File: src/rtl/frequency_meter.sv
// frequency_meter
//   Counts rising edges of an asynchronous input over a fixed window of
//   GATE_CYCLES clock_in cycles, publishing the count with a one-cycle valid
//   pulse. Windows run back-to-back while enable is held high.
//
// Ports
//   clock_in   : block clock
//   rst_n      : asynchronous active-low reset
//   enable     : high runs measurement windows, low aborts / idles
//   signal_in  : asynchronous signal under measurement
//   freq_count : rising edges counted in the last completed window
//   freq_valid : one-cycle pulse when freq_count updates
//   overflow   : last completed window saturated the edge counter
//   busy       : a window is in progress
//
// state   | meaning
// --------+-----------------------------------------------
// IDLE    | no window running, waiting for enable
// MEASURE | window in progress, gate counter advancing
module frequency_meter #(
    parameter int GATE_CYCLES = 100000000,
    parameter int COUNT_WIDTH = 28
) (
    input  logic                   clock_in,
    input  logic                   rst_n,
    input  logic                   enable,
    input  logic                   signal_in,
    output logic [COUNT_WIDTH-1:0] freq_count,
    output logic                   freq_valid,
    output logic                   overflow,
    output logic                   busy
);
    localparam int GATE_WIDTH = (GATE_CYCLES > 2) ? $clog2(GATE_CYCLES) : 1;
    localparam logic [GATE_WIDTH-1:0]  GATE_LAST = GATE_WIDTH'(GATE_CYCLES - 1);
    localparam logic [COUNT_WIDTH-1:0] COUNT_MAX = '1;

    typedef enum logic {
        IDLE    = 1'b0,
        MEASURE = 1'b1
    } state_t;

    state_t                 state;
    logic                   sync_s1;
    logic                   sync_s2;
    logic                   sync_s3;
    logic [1:0]             prime_cnt;
    logic [GATE_WIDTH-1:0]  gate_cnt;
    logic [COUNT_WIDTH-1:0] edge_cnt;
    logic                   sat_flag;

    logic                   edge_pulse;
    logic                   edge_at_max;
    logic [COUNT_WIDTH-1:0] edge_next;
    logic                   sat_next;

    // Two-flop synchronizer plus a history flop for rising-edge detection.
    // The prime counter masks the pulse that would otherwise appear when
    // signal_in is already high as the flops come out of reset.
    always_ff @(posedge clock_in or negedge rst_n) begin
        if (!rst_n) begin
            sync_s1   <= 1'b0;
            sync_s2   <= 1'b0;
            sync_s3   <= 1'b0;
            prime_cnt <= 2'd0;
        end else begin
            sync_s1 <= signal_in;
            sync_s2 <= sync_s1;
            sync_s3 <= sync_s2;
            if (prime_cnt != 2'd3) begin
                prime_cnt <= prime_cnt + 2'd1;
            end
        end
    end

    assign edge_pulse  = sync_s2 & ~sync_s3 & (prime_cnt == 2'd3);
    assign edge_at_max = edge_pulse && (edge_cnt == COUNT_MAX);
    assign edge_next   = (edge_pulse && !edge_at_max) ? edge_cnt + COUNT_WIDTH'(1) : edge_cnt;
    assign sat_next    = sat_flag | edge_at_max;

    always_ff @(posedge clock_in or negedge rst_n) begin
        if (!rst_n) begin
            state      <= IDLE;
            gate_cnt   <= '0;
            edge_cnt   <= '0;
            sat_flag   <= 1'b0;
            freq_count <= '0;
            freq_valid <= 1'b0;
            overflow   <= 1'b0;
            busy       <= 1'b0;
        end else begin
            freq_valid <= 1'b0;
            case (state)
                IDLE: begin
                    if (enable) begin
                        state    <= MEASURE;
                        busy     <= 1'b1;
                        gate_cnt <= '0;
                        edge_cnt <= '0;
                        sat_flag <= 1'b0;
                    end
                end
                MEASURE: begin
                    if (gate_cnt == GATE_LAST) begin
                        // Last window cycle: an edge arriving now is included,
                        // and the next window starts without a dead cycle.
                        freq_count <= edge_next;
                        overflow   <= sat_next;
                        freq_valid <= 1'b1;
                        gate_cnt   <= '0;
                        edge_cnt   <= '0;
                        sat_flag   <= 1'b0;
                        if (!enable) begin
                            state <= IDLE;
                            busy  <= 1'b0;
                        end
                    end else if (!enable) begin
                        state <= IDLE;
                        busy  <= 1'b0;
                    end else begin
                        gate_cnt <= gate_cnt + GATE_WIDTH'(1);
                        edge_cnt <= edge_next;
                        sat_flag <= sat_next;
                    end
                end
                default: begin
                    state <= IDLE;
                    busy  <= 1'b0;
                end
            endcase
        end
    end
endmodule

File: config.mk
export PLATFORM = sky130hd
export DESIGN_NAME = frequency_meter
export DESIGN_NICKNAME = d
export VERILOG_FILES = /design/src/rtl/frequency_meter.sv
export SDC_FILE = /design/constraint.sdc
export NUM_CORES = 1
export LEC_CHECK = 0
export CORE_MARGIN = 1
export CORE_UTILIZATION = 50
export DETAILED_ROUTE_END_ITERATION = 12
export PLACE_DENSITY = 0.72
export SLEW_MARGIN = 20
export SYNTH_ARGS = -nofsm -noshare
export SYNTH_HDL_FRONTEND = slang
export SYNTH_SLANG_ARGS = --single-unit
File: constraint.sdc
create_clock -name clock_in -period 2.01 [get_ports clock_in]
set_input_delay 0.603 -clock clock_in [delete_from_list [all_inputs] [get_ports clock_in]]
set_output_delay 0.603 -clock clock_in [all_outputs]
set_load 0.01 [all_outputs]
== Word-level counts from Yosys, hierarchy flattened ==
Cells that the tools add are included.
Widths: inputs -> output; s select.
Storage, ports and cells
  output and inout bits: 31
  flip-flop bits (word level): 93
  input bits: 4
Operators by class
  reduce and logical (&&, ||, !) cells: 6
  bitwise gates (word level): 5
  eq/ne operators: 7
  multiplexer cells: 19
  $add $sub $neg: 3
Operators by type and width (count)
  $mux 28: 4
  $mux 27: 3
  $pmux 28 s2: 1
  $pmux 27 s2: 1
  $add 28x1->28 const B: 1
  $eq 28x28->1 const B: 1
  $add 27x1->27 const B: 1
  $eq 27x27->1 const B: 1
  $mux 1: 8
  $ne 2x2->1 const B: 3
  $reduce_and 2->1: 3
  $pmux 1 s2: 2
  $ne 3x2->1 const B: 1
  $add 2x1->2 const B: 1
  $and 1x1->1: 2
  $eq 2x2->1 const B: 1
  $logic_and 1x1->1: 2
  $not 1->1: 2
  $logic_not 1->1: 1
  $or 1x1->1: 1

== Longest topological paths before layout ==
  depth after elaboration: 10
  gate-level depth with buffers: 9

== Worst setup path after synthesis ==
Ideal clock, no wire load.
  path type: input-to-reg
  from: in enable
  to: reg edge_cnt[23]
  data required time: 1.931 ns
  setup time: 0.079 ns
  path buffers: 2
  arrival time: 2.150 ns
  path slack: -0.220 ns
  stages on the path: 8
  cell sequence: inv_1 > ha_1 > or2_2 > nor2_1 > buf_2 > buf_1 > nand3_1 > mux2i_1
Between the ends
  longest elaborated chain between the ends: 2
RTL lines
  start, declared: RTL line 26  | input logic enable,
  $ne 3x2->1 (no source line) or $ne 2x2->1 (tied branches)
  $reduce_and 2->1 (no source line) (*)
  end signal, assigned: RTL line 121  | edge_cnt <= edge_next;
  end, declared: RTL line 48  | logic [COUNT_WIDTH-1:0] edge_cnt;
Mark *: on every way between the ends. The rest lies on a longest branch, timed or not.
A chain may end at the register's enable or synchronous reset.

== Worst setup path in the final report ==
  from: reg gate_cnt[11]
  to: reg edge_cnt[14]
Between the ends
  longest elaborated chain between the ends: 3
RTL lines
  start, declared: RTL line 47  | logic [GATE_WIDTH-1:0] gate_cnt;
  start signal, assigned: RTL line 120  | gate_cnt <= gate_cnt + GATE_WIDTH'(1);
  $eq 27x27->1 (*): RTL line 103  | if (gate_cnt == GATE_LAST) begin
  $mux 28 or $ne 3x2->1 (tied branches)
  $pmux 28 s2 or $reduce_and 2->1 (tied branches)
Marked as above.

==> reports/qor.yml <==
start_util_pct: 52.1
fin_util_pct: 83.2
netlist_instances: 526
finalCritPeriodShare_pct: 111
crit_path_end: "edge_cnt[14]$_DFFE_PN0P_"
worstPathRequired_ns: 2.27
ys_ff_latch: 93
setup_tns_ns: -11.02
ys_seq_area_share_pct: 48.1
crit_path_start: "gate_cnt[11]$_DFFE_PN0P_"
num_vias: 5175
clock_path_buffers: 2
synth_area_leader_cell: "dfrtp_1"
place.gp.congestion: 0.879
coreArea_sq_um: 9280
start_kind: "flip-flop"
switchingPower_uw: 983
pin_count: 35
grt_pass1_vias: 4808
track_usage_pct: 30.0
p_leak_nw: 3.39
mostFrequentLayoutCell: "buf_4"
syn_area_per_cell_sq_um: 9.19
fmax_mhz: 448
instances_no_fill: 846
violations: "setup timing"
rows: 35
fin_area_sq_um: 7720
cts_buffers: 9
antenna_found_initial: 0
layout-drive-gt1-share_pct: 43.9
synth_cell_types: 54
switching_share_pct: 25.5
die_w_um: 100
synth_area_leaders: "dfrtp_1 (48%), o21ai_0 (8.1%), nand2_1 (4.6%)"
path_depth: 9
hpwl_mm: 8.76
cts_hold_buf: 0
worst_path_most_repeated_cell: "buf_6"
rrSetupSlack_ns: -0.22
slowest_delay_ns: 0.41
path_clk_slew_ns: 0.10
synthArstFlopShare_pct: 100
root_buffer: "clkbuf_8"
intPower_mw: 2.87
firstDrtPassIters: 5
die_area_sq_um: 10100
htree_levels: 3
drt_wl_total_mm: 17.3
finalHoldViolCount: 0
critPathBufInv: 3
finalWorstPathRequiredPeriod_ns: 2.23
nets: 721
insertion_delay_ns: 0.37
grt_max_degree: 94
hold_ws_ns: 0.267
p_comb_share_pct: 14.7
synth_edf_count: 0
cts.sinks: 93
rr_worst_depth: 9
setup_viol: 85
numPortBuffers: 34
crit_path_top_delay_cell: "dfrtp_1"
ir_drop_mv: 0.457
most-common-layout-cells: "buf_4 (121), dfrtp_1 (92), o21ai_1 (51)"
path_max_fanout: 7
grt_pass1_wl_mm: 23.4
slew_headroom_pct: 66.7
slew_violations: 0
first_iter_violations: 366
outcome: "finished with violations"
tightest_slew_ns: 0.499
setup_ws_ns: -0.223
synthFlopType: "dfrtp_1"
min_path_type: "in -> async"
place_inst: 787
rsz0062_at_grt: "true"
dieHeight_um: 100
crit_chain: "nor4b_2 > nand4_1 > buf_4 > o31ai_4 > buf_6 > nor2_4 > buf_6 > a21o_1 > mux2_4"
ant_nets: 0
synth_warnings: 0
synth_top_area_share_pct: 48.1
antennaDiodeCount: 0
place_area_sq_um: 6290
drc: 0
maxCapViolations: 0
arrival_ns: 2.50
path_class: "reg -> reg"
grt.overflow.total: 0
p_seq_share_pct: 49.4
avgViaCountPerCell: 6.12
synthesis.nets: 535
power_frac_clock_pct: 35.9
area_growth_syn_to_layout_pct: 59.8
cellPowerDensity_nw_per_um2: 498
place_ws_ns: -0.583
reg2reg_to: "edge_cnt[14]$_DFFE_PN0P_"
syn_area_sq_um: 4830
cts_tree: "done"
wl_per_cell_um: 20.5
skew_ns: 0.0137
p_total_mw: 3.85
regToRegStartpoint: "gate_cnt[11]$_DFFE_PN0P_"
endpoint_kind: "flip-flop"
cpLargestDelayFamily: "simple AND/OR/NAND/NOR gates"
==> power by group through the flow <==
stage	Clock [mW]	Combinational, mW	Sequential, mW
finish	1.38	0.567	1.90
global route	1.46	0.597	1.90
CTS	1.37	0.394	1.90
detailed placement	0	0.318	1.94
global placement	0	0.308	1.94
floorplan	0	0.150	1.94
==> how the worst min path moves through the flow <==
stage | start | endpoint | slack [ns]
floorplan | rst_n | busy$_DFFE_PN0P_ | 0.31
global placement | sync_s1$_DFF_PN0_ | sync_s2$_DFF_PN0_ | 0.33
detailed placement | sync_s1$_DFF_PN0_ | sync_s2$_DFF_PN0_ | 0.34
CTS | rst_n | freq_count[11]$_DFFE_PN0P_ | 0.30
global route | rst_n | freq_count[11]$_DFFE_PN0P_ | 0.32
finish | rst_n | freq_count[11]$_DFFE_PN0P_ | 0.27
==> sequential cells by signal (all words and copies together), names as in the netlist <==
| register | count |
|---|---|
| sync_s3 | 1 |
| state | 1 |
| sat_flag | 1 |
| edge_cnt | 28 |
| gate_cnt | 27 |
| sync_s1 | 1 |
| prime_cnt | 2 |
| overflow | 1 |
| sync_s2 | 1 |
| freq_valid | 1 |
| freq_count | 28 |
| busy | 1 |
==> cell families (layout without fill, tap and decap cells) <==
kind of cell | Yosys count | in the layout | share of synthesized area [%]
and+or+nand+nor | 190 | 190 | 21.2
AOI/OAI and AO/OA | 157 | 157 | 18.8
DFF | 93 | 93 | 48.1
buffers and inverters | 47 | 238 | 4.12
xor gates and xnor gates | 27 | 27 | 4.89
muxes | 7 | 7 | 1.55
adders and majority gates | 5 | 5 | 1.29
==> area by class of cell <==
type | count | area, sq um
clock buffers | 11 | 131
clock inverters | 5 | 75.1
fillers | 506 | 1560
inverters | 19 | 73.8
multi-input cells | 386 | 2890
flip-flops and latches | 93 | 2330
well taps | 129 | 161
repair buffers | 203 | 2060
==> layer usage <==
metal	up-vias	routed length (um)	global-route usage [%]
met1	2544	6610	37.1
met4	0	693	11.7
met3	74	1080	4.67
met2	287	8920	52.5
met5	-	0	0
li1	2270	-	-
==> Yosys cell counts (all sizes together), types with 9 or more instances <==
cell type  instances
a21o              11
a31oi             13
nand3             27
xnor2             18
and3              13
inv               19
nor3              17
buf               11
a21oi             27
nand4             14
dfrtp             93
clkbuf            17
xor2               9
or3               12
nor2              20
nand2             59
o21ai             85
==> repair_timing <==
action                     in CTS  in global routing
pin swaps                      21                 35
buffers inserted               11                 22
gates cloned                    8                  6
gates resized for setup       128                122
setup endpoints to repair      85                 86
No activity file was read; power rests on OpenSTA's default activity.
